### src/rtl/camera_downsampler.sv
// Camera capture: RGB565 byte stream (two bytes/pixel, high first) to RGB332 framebuffer writes.
// Writes are registered one cycle after the low byte; lines/columns past the screen are converted but dropped.
module camera_downsampler #(
  parameter int SCREEN_WIDTH  = 176,
  parameter int SCREEN_HEIGHT = 144
) (
  input  logic       CLK,
  input  logic       RESET_NEG,
  input  logic [7:0] CAM_DATA,
  input  logic       CAM_HREF,
  input  logic       CAM_VSYNC,
  output logic [7:0] PIXEL_OUT,
  output logic       W_EN,
  output logic [7:0] X_ADDR,
  output logic [7:0] Y_ADDR,
  output logic       FRAME_DONE
);

  typedef enum logic [1:0] {WAIT_FRAME, WAIT_LINE, BYTE_HI, BYTE_LO} state_t;

  localparam logic [8:0] W_LIM = SCREEN_WIDTH[8:0];
  localparam logic [8:0] H_LIM = SCREEN_HEIGHT[8:0];

  state_t     state_q, state_d;
  logic [8:0] col_q, col_d, row_q, row_d;
  logic [5:0] hi_q, hi_d;
  logic [7:0] pixel_q, pixel_d, x_q, x_d, y_q, y_d;
  logic       w_en_q, w_en_d, frame_done_q, frame_done_d;
  logic       line_seen_q, line_seen_d;
  logic       href_prev_q, href_prev_d, vsync_prev_q, vsync_prev_d;

  always_comb begin
    state_d      = state_q;
    col_d        = col_q;
    row_d        = row_q;
    hi_d         = hi_q;
    pixel_d      = pixel_q;
    x_d          = x_q;
    y_d          = y_q;
    w_en_d       = 1'b0;
    frame_done_d = 1'b0;
    line_seen_d  = line_seen_q;
    href_prev_d  = CAM_HREF;
    vsync_prev_d = CAM_VSYNC;

    if (CAM_VSYNC && !vsync_prev_q && line_seen_q) begin
      frame_done_d = 1'b1;
      line_seen_d  = 1'b0;
    end

    if (state_q == WAIT_FRAME) begin
      col_d = '0;
      row_d = '0;
      if (!CAM_VSYNC) state_d = WAIT_LINE;
    end else if (CAM_VSYNC) begin
      state_d = WAIT_FRAME;
      col_d   = '0;
      row_d   = '0;
    end else if (state_q == WAIT_LINE) begin
      // A rising HREF is required so a line already running at reset release is skipped.
      if (CAM_HREF && !href_prev_q) begin
        hi_d    = {CAM_DATA[7:5], CAM_DATA[2:0]};
        state_d = BYTE_LO;
      end
    end else if (!CAM_HREF) begin
      state_d     = WAIT_LINE;
      col_d       = '0;
      row_d       = (row_q < H_LIM) ? row_q + 9'd1 : row_q;
      line_seen_d = 1'b1;
    end else if (state_q == BYTE_LO) begin
      if (col_q < W_LIM && row_q < H_LIM) begin
        w_en_d  = 1'b1;
        pixel_d = {hi_q, CAM_DATA[4:3]};
        x_d     = col_q[7:0];
        y_d     = row_q[7:0];
      end
      col_d   = (col_q < W_LIM) ? col_q + 9'd1 : col_q;
      state_d = BYTE_HI;
    end else begin
      hi_d    = {CAM_DATA[7:5], CAM_DATA[2:0]};
      state_d = BYTE_LO;
    end
  end

  always_ff @(posedge CLK or negedge RESET_NEG) begin
    if (!RESET_NEG) begin
      state_q      <= WAIT_FRAME;
      col_q        <= '0;
      row_q        <= '0;
      hi_q         <= '0;
      pixel_q      <= '0;
      x_q          <= '0;
      y_q          <= '0;
      w_en_q       <= 1'b0;
      frame_done_q <= 1'b0;
      line_seen_q  <= 1'b0;
      href_prev_q  <= 1'b0;
      vsync_prev_q <= 1'b0;
    end else begin
      state_q      <= state_d;
      col_q        <= col_d;
      row_q        <= row_d;
      hi_q         <= hi_d;
      pixel_q      <= pixel_d;
      x_q          <= x_d;
      y_q          <= y_d;
      w_en_q       <= w_en_d;
      frame_done_q <= frame_done_d;
      line_seen_q  <= line_seen_d;
      href_prev_q  <= href_prev_d;
      vsync_prev_q <= vsync_prev_d;
    end
  end

  assign PIXEL_OUT  = pixel_q;
  assign W_EN       = w_en_q;
  assign X_ADDR     = x_q;
  assign Y_ADDR     = y_q;
  assign FRAME_DONE = frame_done_q;

endmodule

### config.mk
export PLATFORM = sky130hd
export DESIGN_NAME = camera_downsampler
export DESIGN_NICKNAME = d
export VERILOG_FILES = /design/src/rtl/camera_downsampler.sv
export SDC_FILE = /design/constraint.sdc
export NUM_CORES = 1
export LEC_CHECK = 0
export CAP_MARGIN = 40
export CORE_MARGIN = 1
export CORE_UTILIZATION = 45
export DETAILED_ROUTE_END_ITERATION = 8
export PLACE_DENSITY = 0.72
export SETUP_SLACK_MARGIN = 0.5
export SKIP_LAST_GASP = 1
export SYNTH_ARGS = -nofsm -noshare
export SYNTH_HDL_FRONTEND = slang
export SYNTH_SLANG_ARGS = --single-unit
### constraint.sdc
create_clock -name CLK -period 4.05 [get_ports CLK]
set_input_delay 0.6075 -clock CLK [delete_from_list [all_inputs] [get_ports CLK]]
set_output_delay 0.6075 -clock CLK [all_outputs]
set_load 0.01 [all_outputs]
==> metrics.md, run 1 <==
| Metric | Value |
|---|---|
| Remaining global-route overflow | 0 |
| Sw power | 0.416 mW |
| Async SR Flop Fraction | 100% |
| Root Driver | clkbuf_8 |
| Slew of the pin with the lowest slew margin | 668 ps |
| First-pass GRT wire length | 7480 um |
| Grt met1 use | 22.2% |
| Met2 Resource Use GR | 24.5% |
| CTS resizes | 0 |
| Post-Synthesis Cells | 192 |
| WS Path Type | in -> reg |
| Gate power share | 26.9% |
| I/O Pins | 38 |
| Netlist cell types | 42 |
| Nets | 247 |
| Power Dens Cells | 504 nW/um^2 |
| Final GP Congestion | 0.786 |
| Longest Clk Path Bufs | 2 |
| Max-slew violations | 0 |
| Unrepaired setup endpoints after global routing | no |
| Initial antenna violation count | 0 |
| Hold Fails Final Rpt | 0 |
| Rel. slew slack | 55.5% |
| Largest net degree at the start of global routing | 56 |
| Worst Setup End Kind | flip-flop |
| Fmax | 369 MHz |
| Clock group share of total power | 27.4% |
| Drt wl/cell | 14.0 um |
| 1st-iter DRT viols | 79 |
| Clock Skews | 7.65 ps |
| Total CTS buffers | 5 |
| Seq cells post-synth | 55 |
| CTS tree | yes |
| Count of input and output buffers | 37 |
| Hold crit path type | in -> async |
| Status | finished, final reports clean |
| Drt first pass iters | 4 |
| Most common cell after layout, fill and taps aside | dfrtp_1 |
| Busiest grt layer | met2 |
| Sequential area share after synthesis | 54.8% |
| Pwr Total | 1.53 mW |
| Area of the core | 5240 um^2 |
| Final hold slack | 410 ps |
| Footprint of the multi-input gates | 1040 um^2 |
| # fillers | 439 |
| Design Area, Final | 3040 um^2 |
| Setup WS pre-CTS | 1010 ps |
| Final Core Density | 58.1% |
| Row count | 26 |
| H-Tree Depth | 2 |
| Avg Cell Area, Syn | 13.1 um^2 |
| Die Ht | 76.7 um |
| Switch share | 27.1% |
| Minimum clock period | 2710 ps |
| Most frequent cells in the layout | dfrtp_1 (55), clkdlybuf4s50_1 (36), mux2_4 (19) |
| Placed Cells | 293 |
| Setup tns final | 0 ps |
| Register Area | 1380 um^2 |
| Syn Std Cell Area | 2510 um^2 |
| Initial Utilization | 47.9% |
| Number of setup buffers added after CTS | 0 |
| Die X-Extent | 76.7 um |
| Maximum fanout along the worst path | 25 |
| Via count | 1569 |
| Num Clock Sinks | 55 |
| Post-synth EDFFs | 0 |
| Slack of the critical path | 1340 ps |
| Vias in the first global route | 1567 |
| Non-filler cells, final | 301 |
| Top FF cell, synth | dfrtp_1 |
| Maximum capacitance violations | 0 |
| Post-CTS Hold Buffers | 0 |
| LEAKAGE | 1.45 nW |
| Startpoint types | input port |
| Syn Nets | 209 |
| Fin crit share | 66.9% |
| Area after DPL | 2910 um^2 |
| Die area | 5880 um^2 |
| Gr usage total | 16.0% |
| Finish-stage setup viols | 0 |
| Antenna Nets Post-Route | 0 |
| Reg clk slew, reported paths | 100 ps |
| Via density per instance | 5.21 |
| Data arrival, critical path | 2900 ps |
| Dpl hpwl | 2800 um |
| Share of layout cells above drive strength 1 | 18.2% |
| N_diodes | 0 |
| VDD IR max | 0.318 mV |
| Internal power | 1.12 mW |
| Post-route DRC | 0 |
| Seq pwr share | 45.7% |
| Yosys warns | 0 |
| Area Growth Syn to Fin | 21.2% |
| Clk_lat worst skew | 300 ps |
| Critical path required time | 4240 ps |
| Drt total wl | 4220 um |
| GR Layer Usage met3 | 4.17% |
==> routing by layer <==
layer | vias to the layer above | share of wire, %
met5 | - | 0
met4 | 0 | 0.55
met3 | 2 | 4.5
met2 | 35 | 46
met1 | 774 | 49
li1 | 758 | -
==> layout make-up <==
| cell class | count | share of cell area [%] |
|---|---|---|
| Clock buffer | 6 | 2.39 |
| Sequential cell | 55 | 45.2 |
| Inverter | 8 | 0.987 |
| Tap cell | 70 | 2.88 |
| Timing Repair Buffer | 38 | 12.3 |
| Multi-Input combinational cell | 122 | 34.3 |
| Clock inverter | 2 | 1.97 |
==> critical path: stages <==
cell             delay [ps]
clkdlybuf4s50_1         650
nor3b_4                 390
nand2_1                 110
or4b_4                  740
mux2_1                  390
==> state kept, by name, indices dropped and copies added, names as in the netlist, 2 cells and up <==
signal,count
PIXEL_OUT,8
X_ADDR,8
Y_ADDR,8
col_q,9
hi_q,6
row_q,9
state_q,2
==> cells in the mapped netlist (3+ instances only) <==
master | number | area (um^2)
a21oi_1 | 8 | 40.0
and3_1 | 3 | 18.8
buf_6 | 4 | 45.0
dfrtp_1 | 55 | 1380
ha_1 | 5 | 62.6
inv_1 | 8 | 30.0
mux2_1 | 3 | 33.8
mux2_2 | 8 | 90.1
mux2_4 | 19 | 285
mux2i_1 | 4 | 40.0
nand2_1 | 12 | 45.0
nand3_1 | 5 | 25.0
nor2_1 | 8 | 30.0
nor2b_1 | 3 | 18.8
o211ai_1 | 3 | 22.5
o21a_1 | 3 | 22.5
o21ai_0 | 4 | 20.0
or3_1 | 3 | 18.8
xor2_1 | 3 | 26.3
==> power groups by stage <==
stage | Sequential (mW) | Clock (mW) | Combinational (mW)
floorplan | 0.723 | 0 | 0.242
global placement | 0.709 | 0 | 0.410
detailed placement | 0.713 | 0 | 0.418
CTS | 0.703 | 0.428 | 0.419
global route | 0.717 | 0.448 | 0.449
finish | 0.702 | 0.419 | 0.413
==> final timing paths <==
kind                                        start                       end  slack, ps  depth (start not counted)
max                                      CAM_HREF  PIXEL_OUT[1]$_DFFE_PN0P_       1340                          5
max reg2reg                state_q[0]$_DFFE_PN0P_  PIXEL_OUT[1]$_DFFE_PN0P_       1540                          6
min in group CLK              hi_q[5]$_DFFE_PN0P_  PIXEL_OUT[7]$_DFFE_PN0P_        490                          1
min reg2reg                   hi_q[5]$_DFFE_PN0P_  PIXEL_OUT[7]$_DFFE_PN0P_        490                          1
min                                     RESET_NEG      col_q[8]$_DFFE_PN0P_        410                          2
max in group asynchronous               RESET_NEG            W_EN$_DFF_PN0_       3190                          2
==> cell families after synthesis <==
kind of cell	synth area share [%]
compound gates	8.03
buf+inv	3.64
simple gates	12.1
xor+xnor	1.05
fa+ha+maj	2.49
flops	54.8
mux	17.9
Power figures use the tool's default switching activity.
==> inputs of run 2 (changes only) <==
==> constraint.sdc (replaced) <==
create_clock -name CLK -period 2.8 [get_ports CLK]
set_input_delay 0.42 -clock CLK [delete_from_list [all_inputs] [get_ports CLK]]
set_output_delay 0.42 -clock CLK [all_outputs]
set_load 0.01 [all_outputs]
==> run 2 against run 1 <==
Clock-buffer cell count grew 1. Clock power shrank 1%. Combinational power grew 53%. First-iteration DRC count grew 81%. Via count grew 4.3%. Critical endpoint is now PIXEL_OUT[0]$_DFFE_PN0P_. Die area is the same.
==> metrics.md, run 2 (synthesized netlist as in run 1, its figures left out) <==
| Metric | Value |
|---|---|
| Switch share | 29.5% (+2.3 points) |
| Drt wl/cell | 15.4 um (+10%) |
| Area Growth Syn to Fin | 23.6% |
| Met3 routed WL | 241 um (+28%) |
| Root Driver | clkbuf_8 |
| Initial antenna violation count | 0 (unchanged) |
| Gr usage total | 16.4% (+0.41 points) |
| 1st-iter DRT viols | 143 (+81%) |
| Nets | 255 (+3.2%) |
| Slew of the pin with the lowest slew margin | 679 ps (+11.2 ps) |
| Met2 Routed Length | 2280 um (+18%) |
| Placed Cells | 298 (+1.7%) |
| VDD IR max | 0.296 mV (-6.8%) |
| Data arrival, critical path | 2400 ps (-500 ps) |
| Number of setup buffers added after CTS | 0 (unchanged) |
| Gate power share | 30.7% (+3.8 points) |
| Maximum capacitance violations | 0 (unchanged) |
| Final GP Congestion | 0.798 (+1.6%) |
| CP max-delay cell | or4b_4 |
| Power Dens Cells | 664 nW/um^2 (+32%) |
| Critical-path cell list | inv_1 -> ha_2 -> nor3b_4 -> nand2_2 -> or4b_4 -> mux2_1 |
| Unrepaired setup endpoints after global routing | no |
| Largest net degree at the start of global routing | 28 (-50%) |
| Startpoint types | flip-flop |
| H-Tree Depth | 2 (unchanged) |
| Highest Signal Layer | met4 |
| Finish-stage setup viols | 0 (unchanged) |
| Die area | 5880 um^2 (unchanged) |
| Worst Setup End Kind | flip-flop |
| Maximum fanout along the worst path | 7 (-72%) |
| Critical path required time | 2990 ps (-1250 ps) |
| Max-slew violations | 0 (unchanged) |
| Hold crit path type | in -> async |
| LEAKAGE | 1.47 nW (+0.97%) |
| Sw power | 0.607 mW (+46%) |
| Via density per instance | 5.30 (+1.6%) |
| First-pass GRT wire length | 7530 um (+0.74%) |
| Internal power | 1.45 mW (+30%) |
| Clk_lat worst skew | 310 ps (about the same) |
| Setup tns final | 0 ps (unchanged) |
| Clock group share of total power | 20.1% (-7.3 points) |
| Area of the core | 5240 um^2 (unchanged) |
| Num Clock Sinks | 55 (unchanged) |
| Vias in the first global route | 1551 (-1.0%) |
| I/O Pins | 38 (unchanged) |
| Post-CTS Hold Buffers | 0 (unchanged) |
| Share of layout cells above drive strength 1 | 22.2% (+4.0 points) |
| Die X-Extent | 76.7 um (unchanged) |
| Fin crit share | 79.2% |
| Largest regs | col_q: 9 flops, row_q: 9 flops |
| Post-route DRC | 0 (unchanged) |
| Slack of the critical path | 583 ps (-758 ps) |
| Total CTS buffers | 5 (unchanged) |
| Dpl hpwl | 2870 um (+2.5%) |
| Count of input and output buffers | 37 (unchanged) |
| Most frequent cells in the layout | dfrtp_1 (55), clkdlybuf4s50_1 (36), mux2_4 (19) |
| Die Ht | 76.7 um (unchanged) |
| N_diodes | 0 (unchanged) |
| Non-filler cells, final | 309 (+2.7%) |
| Longest Clk Path Bufs | 2 (unchanged) |
| Via count | 1637 (+4.3%) |
| Reg clk slew, reported paths | 90 ps (about the same) |
| Antenna Nets Post-Route | 0 (unchanged) |
| Most common cell after layout, fill and taps aside | dfrtp_1 |
| Row count | 26 (unchanged) |
| WS Path Type | reg -> reg |
| Initial Utilization | 47.9% (unchanged) |
| Seq pwr share | 49.2% (+3.5 points) |
| Clock Skews | 11.4 ps (+3.73 ps) |
| Remaining global-route overflow | 0 (unchanged) |
| Minimum clock period | 2220 ps |
| Drt total wl | 4770 um (+13%) |
| Hold Fails Final Rpt | 0 (unchanged) |
| Rel. slew slack | 54.7% (-0.75 points) |
| Fmax | 451 MHz |
| Setup WS pre-CTS | 226 ps (-779 ps) |
| Drt first pass iters | 4 (unchanged) |
| CP max stage delay | 640 ps (-100 ps) |
| Met1 WL | 2190 um (+5.7%) |
| Status | finished, final reports clean |
| CTS tree | yes |
## run 2: changes by cell type in the layout (fill, tap and decap cells not counted), sizes merged
cell | before | now
buf | 2 | 7
bufinv | 2 | 0
clkbuf | 6 | 7
clkinv | 0 | 1
or4b | 1 | 4
## run 2: layout make-up
type,instances,area (um^2)
clock buffers,7,76.3
clock inverters,1,5.00
fillers,435,2140
inverters,8,30.0
multi-input cells,125,1100
flip-flops and latches,55,1380
well taps,70,87.6
repair buffers,43,423
## run 2: per-stage QoR
stage          cell area [um^2]  power [mW]  util (%)  hold slack, ps
6_report                   3100        2.06      59.2            46.3
5_1_grt                    3100        2.20      59.2            76.7
4_1_cts                    3040        2.06      58.1            58.1
3_5_place_dp               2960        1.64      56.5             394
3_3_place_gp               2940        1.62      56.1             449
2_1_floorplan              2510        1.40         -             124
## run 2: worst max-delay path: cells and delay by family (launching register included)
| kind | cells | cell delay (ps) |
|---|---|---|
| flip-flops | 1 | 410 |
| multiplexers | 1 | 340 |
| AND/OR/NAND/NOR | 3 | 1000 |
| adder cells (fa/ha/maj) | 1 | 250 |
| buffers and inverters | 1 | 100 |
## run 2: path summary, 6_finish.rpt
kind                                              from  cells past startpoint  slack (ps)                  endpoint
min in group CLK                vsync_prev_q$_DFF_PN0_                      2         480     line_seen_q$_DFF_PN0_
max in group asynchronous                    RESET_NEG                      3        2100       hi_q[3]$_DFFE_PN0P_
worst max register to register  state_q[0]$_DFFE_PN0P_                      6         580  PIXEL_OUT[0]$_DFFE_PN0P_
worst min-delay path                         RESET_NEG                      1          50     X_ADDR[1]$_DFFE_PN0P_
worst max-delay path            state_q[0]$_DFFE_PN0P_                      6         580  PIXEL_OUT[0]$_DFFE_PN0P_
worst min register to register  vsync_prev_q$_DFF_PN0_                      2         480     line_seen_q$_DFF_PN0_
## run 2: power by group through the flow
| stage | logic [mW] | clock network [mW] | registers (mW) |
|---|---|---|---|
| floorplan | 0.349 | 0 | 1.05 |
| global placement | 0.598 | 0 | 1.03 |
| detailed placement | 0.613 | 0 | 1.03 |
| CTS | 0.614 | 0.429 | 1.02 |
| global route | 0.698 | 0.461 | 1.04 |
| finish | 0.632 | 0.414 | 1.01 |
## run 2: layer usage
layer  GRT usage (%)  vias up
li1                -      785
met1            23.1      803
met2            24.3       42
met3            4.40        7
met4            5.96        0
met5               0        -
## run 2: repair_timing
action,in CTS,in global routing
cloned,0,3
pin swaps,0,2
setup endpoints to repair,7,32
resized for setup,0,8
==> inputs of run 3 (changes only) <==
==> constraint.sdc (replaced) <==
create_clock -name CLK -period 2.08 [get_ports CLK]
set_input_delay 0.312 -clock CLK [delete_from_list [all_inputs] [get_ports CLK]]
set_output_delay 0.312 -clock CLK [all_outputs]
set_load 0.01 [all_outputs]
==> run 3 against run 2 <==
Maximum frequency rose by 7.7%. Sequential power rose by 36%. Utilization up 6.6 points. Clock skew about the same. Combinational power is 100% higher. Cell area increased by 11%. Die area is the same. Register-to-register slack worse by 560 ps. Critical path depth up 1. Critical endpoint is now PIXEL_OUT[2]$_DFFE_PN0P_.
==> metrics.md, run 3 (synthesized netlist as in run 1, its figures left out) <==
| Metric | Value |
|---|---|
| Most frequent cells in the layout | dfrtp_1 (55), clkdlybuf4s50_1 (31), mux2_4 (20), buf_4 (20), nand2_1 (11) |
| Gr usage total | 18.6% (+2.2 points) |
| Fin crit share | 98.9% (+20 points) |
| Reg2Reg Depth | 7 (+1) |
| Finish-stage setup viols | 0 (unchanged) |
| Slew of the pin with the lowest slew margin | 419 ps (-260 ps) |
| Switch share | 29.8% (+0.33 points) |
| Worst r2r src | state_q[0]$_DFFE_PN0P_ |
| Total CTS buffers | 5 (unchanged) |
| Placed Cells | 314 (+5.4%) |
| Non-filler cells, final | 332 (+7.4%) |
| Antenna Nets Post-Route | 0 (unchanged) |
| Startpoint types | flip-flop |
| Maximum fanout along the worst path | 8 (+1) |
| Worst Setup End Kind | flip-flop |
| Slack of the critical path | 22.1 ps (-561 ps) |
| Max-slew violations | 0 (unchanged) |
| Maximum capacitance violations | 0 (unchanged) |
| Area Growth Syn to Fin | 37.4% |
| Largest regs | col_q: 9 flops, row_q: 9 flops |
| Via count | 1792 (+9.5%) |
| Minimum clock period | 2060 ps (-159 ps) |
| Hold Fails Final Rpt | 0 (unchanged) |
| Final Core Density | 65.9% (+6.6 points) |
| # fillers | 397 (-8.7%) |
| Post-route DRC | 0 (unchanged) |
| Clock Skews | 11.5 ps (+0.178 ps) |
| Hold crit path type | in -> async |
| Row count | 26 (unchanged) |
| Reg clk slew, reported paths | 100 ps (about the same) |
| Nets | 278 (+9.0%) |
| Status | finished, final reports clean |
| Longest Clk Path Bufs | 2 (unchanged) |
| Count of input and output buffers | 37 (unchanged) |
| Reg2Reg Setup Slack | 20 ps (-560 ps) |
| Fmax | 486 MHz (+7.7%) |
| Final GP Congestion | 0.804 (+0.74%) |
| H-Tree Depth | 2 (unchanged) |
| Share of layout cells above drive strength 1 | 34.4% (+12 points) |
| Die Ht | 76.7 um (unchanged) |
| Drt wl/cell | 16.5 um (+7.1%) |
| Largest net degree at the start of global routing | 23 (-18%) |
| 1st-iter DRT viols | 88 (-38%) |
| CTS tree | yes |
| Dpl hpwl | 3360 um (+17%) |
| Seq pwr share | 40.5% (-8.7 points) |
| Rel. slew slack | 72.0% (+17 points) |
| Vias in the first global route | 1814 (+17%) |
| First-pass GRT wire length | 8770 um (+16%) |
| Die area | 5880 um^2 (unchanged) |
| Unrepaired setup endpoints after global routing | yes |
| Setup tns final | 0 ps (unchanged) |
| Num Clock Sinks | 55 (unchanged) |
| Drt first pass iters | 4 (unchanged) |
| Clk_lat worst skew | 310 ps (about the same) |
| Remaining global-route overflow | 0 (unchanged) |
| Via density per instance | 5.40 (+1.9%) |
| Area of the core | 5240 um^2 (unchanged) |
| Root Driver | clkbuf_8 |
| Setup WS pre-CTS | -216 ps (-442 ps) |
| Power Dens Cells | 985 nW/um^2 (+48%) |
| Worst reg2reg endpoint | PIXEL_OUT[2]$_DFFE_PN0P_ |
| Drt total wl | 5480 um (+15%) |
| Internal power | 2.38 mW (+64%) |
| VDD IR max | 0.613 mV (+110%) |
| I/O Pins | 38 (unchanged) |
| Initial antenna violation count | 0 (unchanged) |
| WS Path Type | reg -> reg |
| Data arrival, critical path | 2260 ps (-140 ps) |
| N_diodes | 0 (unchanged) |
| Gate power share | 37.3% (+6.6 points) |
| Initial Utilization | 47.9% (unchanged) |
| LEAKAGE | 1.71 nW (+16%) |
| Die X-Extent | 76.7 um (unchanged) |
| Critical path required time | 2280 ps (-710 ps) |
| Final hold slack | 458 ps (+412 ps) |
| Sw power | 1.01 mW (+67%) |
| Clock group share of total power | 22.3% (+2.2 points) |
| Most common cell after layout, fill and taps aside | dfrtp_1 |
## run 3: changes by cell type in the layout (fill, tap and decap cells not counted), moves of 3 or more
cell	delta
buf_4	+15
inv_2	+3
clkdlybuf4s50_1	-5
ha_4	+3
inv_1	-3
buf_6	+10
dlymetal6s2s_1	+5
or4b_4	-3
## run 3: area by class of cell
type	instances	area, um^2	share of cell area (%)
Clock inverter	2	38.8	1.12
Inverter	8	30.0	0.871
Clock buffer	6	82.6	2.39
Sequential cell	55	1380	39.9
Tap cell	70	87.6	2.54
Timing Repair Buffer	69	666	19.3
Multi-Input combinational cell	122	1170	33.9
## run 3: through the flow
stage | total power, mW | area (um^2)
after floorplan | 1.92 | 2540
after global placement | 2.31 | 3090
after detailed placement | 2.34 | 3090
after CTS | 3.21 | 3340
after global routing | 3.56 | 3450
final | 3.40 | 3450
## run 3: critical path, stage by stage, from the launching register on
cell,delay [ps]
dfrtp_1,420
buf_4,150
ha_4,160
nor2b_4,120
nand2_1,70
or4b_4,540
buf_6,180
mux2_4,310
## run 3: routing by layer
| metal | vias to the layer above | track usage [%] | part of all wire (%) |
|---|---|---|---|
| met5 | - | 0 | 0 |
| met4 | 0 | 6.15 | 0.69 |
| met3 | 4 | 3.45 | 3.7 |
| met2 | 52 | 29.8 | 51 |
| met1 | 913 | 25.4 | 45 |
| li1 | 823 | - | - |
## run 3: worst max path at each step
| stage | start | cells past startpoint | slack [ps] | to |
|---|---|---|---|---|
| finish | state_q[0]$_DFFE_PN0P_ | 7 | 20 | PIXEL_OUT[2]$_DFFE_PN0P_ |
| global route | state_q[0]$_DFFE_PN0P_ | 7 | -60 | PIXEL_OUT[1]$_DFFE_PN0P_ |
| CTS | state_q[0]$_DFFE_PN0P_ | 7 | 60 | PIXEL_OUT[7]$_DFFE_PN0P_ |
| detailed placement | CAM_HREF | 6 | -220 | PIXEL_OUT[7]$_DFFE_PN0P_ |
| global placement | CAM_HREF | 6 | -170 | PIXEL_OUT[1]$_DFFE_PN0P_ |
| floorplan | state_q[0]$_DFFE_PN0P_ | 8 | -50 | PIXEL_OUT[2]$_DFFE_PN0P_ |
## run 3: power by group through the flow
stage	clock network, mW	logic [mW]	registers [mW]
2_1_floorplan	0	0.508	1.41
3_3_place_gp	0	0.922	1.39
3_5_place_dp	0	0.942	1.39
4_1_cts	0.764	1.07	1.37
5_1_grt	0.807	1.35	1.40
6_report	0.757	1.27	1.37
## run 3: timing repair
| item | CTS | global route |
|---|---|---|
| resized for setup | 19 | 21 |
| hold buffers | 1 | 0 |
| gates cloned | 1 | 0 |
| pin swaps | 9 | 6 |
| endpoints found under the hold margin | 17 | 0 |
| endpoints found under the setup margin | 46 | 52 |
| setup buffers | 5 | 3 |
